[config.mk]
export PLATFORM = sky130hd
export DESIGN_NAME = hzd_scoreboard
export DESIGN_NICKNAME = d
export VERILOG_FILES = /design/src/rtl/hzd_pkg.sv /design/src/rtl/hzd_pending_file.sv /design/src/rtl/hzd_scoreboard.sv
export SDC_FILE = /design/constraint.sdc
export NUM_CORES = 1
export LEC_CHECK = 0
export ABC_AREA = 1
export ABC_CLOCK_PERIOD_IN_PS = 5000
export CAP_MARGIN = 5
export CORE_MARGIN = 2
export CORE_UTILIZATION = 40
export CTS_CLUSTER_DIAMETER = 150
export CTS_CLUSTER_SIZE = 40
export DETAILED_ROUTE_END_ITERATION = 10
export PLACE_DENSITY_LB_ADDON = 0.2
export SYNTH_ARGS = -nofsm -noshare
export SYNTH_HDL_FRONTEND = slang
export SYNTH_SLANG_ARGS = --single-unit
[constraint.sdc]
create_clock -name i_clk -period 5 [get_ports i_clk]
set_input_delay 1 -clock i_clk [delete_from_list [all_inputs] [get_ports i_clk]]
set_output_delay 1 -clock i_clk [all_outputs]
set_load 0.005 [all_outputs]
[src/rtl/hzd_pkg.sv]
// Shared types and defaults for the D/E hazard scoreboard.
// Register-select width, zero-register constant and stall-cause encoding.
package hzd_pkg;

    localparam int DEF_REG_SELECT      = 5;
    localparam int DEF_MAX_OUTSTANDING = 4;

    typedef logic [DEF_REG_SELECT-1:0] reg_sel_t;

    localparam reg_sel_t REG_ZERO = '0;

    typedef enum logic [1:0] {
        NONE       = 2'd0,
        LOAD_USE   = 2'd1,
        SCOREBOARD = 2'd2,
        CAPACITY   = 2'd3
    } stall_cause_t;

endpackage

[src/rtl/hzd_pending_file.sv]
// Per-register pending bits plus in-flight long-write counter; 1-cycle set/clear latency,
// bypassed read view drops a register whose writeback lands this cycle; no backpressure of its own.
module hzd_pending_file
    import hzd_pkg::*;
#(
    parameter  int REG_SELECT      = DEF_REG_SELECT,
    parameter  int MAX_OUTSTANDING = DEF_MAX_OUTSTANDING,
    localparam int NUM_REGS        = 2**REG_SELECT,
    localparam int CNT_W           = $clog2(MAX_OUTSTANDING + 1)
) (
    input  logic                  i_clk,
    input  logic                  i_rst_n,
    input  logic                  i_set_vld,
    input  logic [REG_SELECT-1:0] i_set_sel,
    input  logic                  i_clr_vld,
    input  logic [REG_SELECT-1:0] i_clr_sel,
    output logic [NUM_REGS-1:0]   o_pending,
    output logic [NUM_REGS-1:0]   o_pending_byp,
    output logic                  o_clr_hit,
    output logic [CNT_W-1:0]      o_outstanding
);

    logic [NUM_REGS-1:0] pending_q;
    logic [NUM_REGS-1:0] pending_d;
    logic [NUM_REGS-1:0] set_mask;
    logic [NUM_REGS-1:0] clr_mask;
    logic [CNT_W-1:0]    count_q;
    logic [CNT_W-1:0]    count_d;
    logic                set_en;
    logic                clr_en;

    always_comb begin
        set_mask = '0;
        clr_mask = '0;
        set_en   = i_set_vld && (i_set_sel != '0);
        clr_en   = i_clr_vld && pending_q[i_clr_sel];
        set_mask[i_set_sel] = set_en;
        clr_mask[i_clr_sel] = i_clr_vld;

        // Clear before set so a same-register issue/writeback leaves the bit set.
        pending_d    = (pending_q & ~clr_mask) | set_mask;
        pending_d[0] = 1'b0;

        count_d = count_q;
        if (set_en && !clr_en) begin
            count_d = count_q + CNT_W'(1);
        end else if (clr_en && !set_en) begin
            count_d = count_q - CNT_W'(1);
        end
    end

    always_ff @(posedge i_clk or negedge i_rst_n) begin
        if (!i_rst_n) begin
            pending_q <= '0;
            count_q   <= '0;
        end else begin
            pending_q <= pending_d;
            count_q   <= count_d;
        end
    end

    assign o_pending     = pending_q;
    assign o_pending_byp = pending_q & ~clr_mask;
    assign o_clr_hit     = clr_en;
    assign o_outstanding = count_q;

endmodule

[src/rtl/hzd_scoreboard.sv]
// D-stage hazard detect (load-use, pending-register, long-op capacity); stall/bubble are 0-cycle combinational,
// scoreboard updates on the next edge; the D instruction is held for as long as o_stall_D is high.
module hzd_scoreboard
    import hzd_pkg::*;
#(
    parameter  int REG_SELECT      = DEF_REG_SELECT,
    parameter  int MAX_OUTSTANDING = DEF_MAX_OUTSTANDING,
    localparam int NUM_REGS        = 2**REG_SELECT,
    localparam int CNT_W           = $clog2(MAX_OUTSTANDING + 1)
) (
    input  logic                  i_clk,
    input  logic                  i_rst_n,
    input  logic [REG_SELECT-1:0] i_reg_a_select,
    input  logic [REG_SELECT-1:0] i_reg_b_select,
    input  logic                  i_use_a,
    input  logic                  i_use_b,
    input  logic [REG_SELECT-1:0] i_reg_c_select_D,
    input  logic                  i_is_write_D,
    input  logic                  i_issue_valid,
    input  logic                  i_issue_long,
    input  logic                  i_is_load_E,
    input  logic [REG_SELECT-1:0] i_reg_c_select_E,
    input  logic                  i_wb_long_valid,
    input  logic [REG_SELECT-1:0] i_wb_long_select,
    output logic                  o_stall_D,
    output logic                  o_bubble_E,
    output logic [NUM_REGS-1:0]   o_pending,
    output logic [CNT_W-1:0]      o_outstanding,
    output logic                  o_busy
);

    logic [NUM_REGS-1:0] pending_byp;
    logic                clr_hit;
    logic                scb_hit;
    logic                lu_hit;
    logic                cap_hit;
    logic                stall;
    logic                issue_fire;
    logic                set_vld;

    hzd_pending_file #(
        .REG_SELECT      (REG_SELECT),
        .MAX_OUTSTANDING (MAX_OUTSTANDING)
    ) u_pending (
        .i_clk         (i_clk),
        .i_rst_n       (i_rst_n),
        .i_set_vld     (set_vld),
        .i_set_sel     (i_reg_c_select_D),
        .i_clr_vld     (i_wb_long_valid),
        .i_clr_sel     (i_wb_long_select),
        .o_pending     (o_pending),
        .o_pending_byp (pending_byp),
        .o_clr_hit     (clr_hit),
        .o_outstanding (o_outstanding)
    );

    // Register 0 never holds a pending bit, so it can never raise scb_hit.
    always_comb begin
        scb_hit = (i_use_a      && pending_byp[i_reg_a_select])
               || (i_use_b      && pending_byp[i_reg_b_select])
               || (i_is_write_D && pending_byp[i_reg_c_select_D]);

        lu_hit  = i_is_load_E && (i_reg_c_select_E != '0)
               && ((i_use_a && (i_reg_a_select == i_reg_c_select_E))
                || (i_use_b && (i_reg_b_select == i_reg_c_select_E)));

        cap_hit = i_issue_long && (o_outstanding == CNT_W'(MAX_OUTSTANDING)) && !clr_hit;

        // Outputs are forced low while reset is asserted, regardless of E-stage inputs.
        stall      = i_rst_n && i_issue_valid && (scb_hit || lu_hit || cap_hit);
        issue_fire = i_issue_valid && !stall;
        set_vld    = issue_fire && i_issue_long && i_is_write_D;
    end

    assign o_stall_D  = stall;
    assign o_bubble_E = stall;
    assign o_busy     = (o_outstanding != '0);

endmodule

==> results by group <==
Synthesis
  • Mapped Nets: 611
  • Sequential-to-total area share from yosys stat: 25.45%
  • Synth top area share: 25.45%
  • Asr flop ratio synth: 100.0%
  • Post-synth cell types: 33
  • Largest area contributor in the netlist: dfrtp_1
  • Number of synthesized flops with an enable pin: 0
  • List of most frequent post-synthesis cells: nand2_1 (206), nand3_1 (151), nor2_1 (61)
  • Top-count cell post-synth: nand2_1
  • Synthesized area: 3343 um^2
  • Top post-synthesis cells by area: dfrtp_1 (25%), nand2_1 (23%), nand3_1 (23%), nor2_1 (6.8%), inv_1 (4.8%)
  • Syn avg cell area: 5.814 um^2
  • Synth warnings: 0
  • Cells after Synth: 575
  • Main synth FF type: dfrtp_1
  • Seq cells post-synth: 34

Floorplan
  • Starting Density: 40.89%
  • Number of I/O pins: 72
  • Die Span Y: 95.42 um
  • Overall die width: 95.42 um
  • Core area: 8175 um^2
  • Die area: 9105 um^2
  • Rows: 33

CTS
  • Number of clock buffers inserted by TritonCTS: 5
  • Worst-path clk slew: 0.07 ns
  • CTS tree: yes
  • CTS Root Cell: clkbuf_8
  • CTS Hold Bufs: 0
  • Latest clock arrival within the worst-skew pair: 0.28 ns
  • Clock Tree Buf Depth: 2
  • Post-CTS Resized: 0
  • Clock Sink Count: 34
  • Setup Fix Bufs, Post-CTS: 0
  • H-tree depth: 2

Detailed routing
  • WL final: 13.68 mm
  • 1st-iter DRT viols: 369
  • Detail Route Antenna Nets: 0
  • First drt pass iteration count: 7
  • Wirelength per Cell: 18.31 um
  • Via density: 5.653
  • Vias: 4223
  • Drt drc: 0

Layout
  • Final non-filler cell total: 747
  • Layout cells sized above 1: 5.919%
  • Fill cells: 886
  • Post-layout util: 51.67%
  • Syn-to-layout area delta: 26.35%
  • Seq. cell area: 850.8 um^2
  • Design area: 4224 um^2
  • Area of the multi-input gates: 2230 um^2
  • # diodes: 0
  • Layout Nets: 677

STA
  • Clock Skew: 0.006408 ns
  • Final setup violation count: 0
  • Tmin final: 4.782 ns
  • Fmax: 0.2091 GHz
  • Worst slew margin: 27.36%
  • Final Hold Viols: 0
  • Worst Tran Pin Value: 1.088 ns
  • RSZ-0062 raised after global routing: false
  • Slew Limit Fails: 0
  • Crit share post-route: 95.65%
  • Sum Neg Setup Slack: 0 ns

Setup path
  • Worst Path Required: 4.00 ns
  • CP max FO: 8
  • Crit path launch type: input port
  • Worst path arrival time: 3.78 ns
  • Crit Path Category: in -> out
  • Crit. End Element: output pin

Global route
  • Grt ovf: 0
  • Initial antenna violation count: 0
  • GR Util All Layers: 30.95%
  • Largest net degree at the start of global routing: 35
  • Number of global-route vias before repair: 3942
  • First-pass GRT wire length: 21.18 mm

Run
  • Max_cap viols: 0

Worst hold path
  • Hold crit path type: reg -> reg

Pwr
  • Power Total: 977.0 uW
  • Max IR drop VDD: 0.1947 mV
  • LEAKAGE: 2.003 nW
  • P per Cell Area: 231.3 nW/um^2

Placement
  • Inst Count DP: 739
  • Port bufs: 70
  • DP HPWL: 10.73 mm
  • Placer Congestion: 1.018
  • Area after DPL: 4123 um^2

Outcome
  • Outcome: complete, no violations
[sequential cells by signal, summed over array words and instances, names as in the netlist]
register                 flops
u_pending.o_outstanding      3
u_pending.o_pending         31
[routing by layer]
layer  vias to the layer above  GRT usage [%]  wire (um)
met2                       223          50.00       6191
met4                         0          7.976        305
met3                        25          6.798       1235
met5                         -              0          0
met1                      1956          42.04       5947
li1                       2019              -          -
[layout make-up]
cell class	instances	area share, %
multi-input combinational	478	52.78
inverter	46	4.088
clock inverter	1	0.1185
sequential	34	20.14
tap	105	3.110
timing repair buffer	76	17.71
clock buffer	7	2.044
[stage by stage]
step	hold slack (ns)	worst slack [ns]
after CTS	0.5753	0.1542
after floorplan	0.5409	1.582
after global routing	0.6263	0.04770
after detailed placement	0.5627	0.1609
final	0.5648	0.2177
after global placement	0.5553	0.1546
[final timing paths]
kind	startpoint	to	slack [ns]	cells past startpoint
min in group asynchronous	i_rst_n	u_pending.o_pending[14]	1.21	2
worst min register to register	u_pending.o_outstanding[0]	u_pending.o_outstanding[0]	0.56	1
worst max register to register	u_pending.o_pending[27]	u_pending.o_outstanding[2]	2.06	20
worst max-delay path	i_wb_long_select[1]	o_bubble_E	0.22	17
worst min-delay path	u_pending.o_outstanding[0]	u_pending.o_outstanding[0]	0.56	1
max in group asynchronous	i_rst_n	u_pending.o_outstanding[2]	3.47	2
[logic make-up (layout without fill, tap and decap cells)]
family / Yosys count / count (layout) / synth area share, %
and+or+nand+nor: 452 / 452 / 60.93
buffers and inverters: 63 / 130 / 8.083
AOI/OAI and AO/OA: 20 / 20 / 3.593
DFF: 34 / 34 / 25.45
muxes: 1 / 1 / 0.3368
adders and majority gates: 2 / 2 / 0.9730
other: 1 / 1 / 0.1122
xor gates and xnor gates: 2 / 2 / 0.5240
[worst max-delay path, stage by stage]
cell             delay, ns
clkdlybuf4s50_1       0.66
nand2_2               0.13
inv_1                 0.27
nand2_1               0.10
nand4_1               0.11
nand2_1               0.06
nand2_1               0.14
nor2_1                0.05
nand2_1               0.06
nand2_1               0.15
nand2_1               0.14
nand2_1               0.06
nor2_1                0.11
nand3_1               0.13
nand2_2               0.09
inv_1                 0.06
clkdlybuf4s50_1       0.44
[placed cells by master (no fill, tap or decap), types with 9 or more instances in the layout]
cell,Yosys,final
nand2_1,206,206
dfrtp_1,34,34
clkdlybuf4s50_1,0,69
nand4_1,9,9
nand3_1,151,151
inv_1,43,43
nand3_2,10,10
nor2_1,61,60
[power breakdown]
| part | internal, mW | switching [mW] | total [mW] | leakage [nW] |
|---|---|---|---|---|
| sequential | 0.316 | 0.0688 | 0.385 | 0.455 |
| combinational | 0.182 | 0.202 | 0.384 | 1.50 |
| clock | 0.111 | 0.0968 | 0.208 | 0.0482 |
| total | 0.609 | 0.368 | 0.977 | 2.00 |
(Power assumes the default switching activity.)
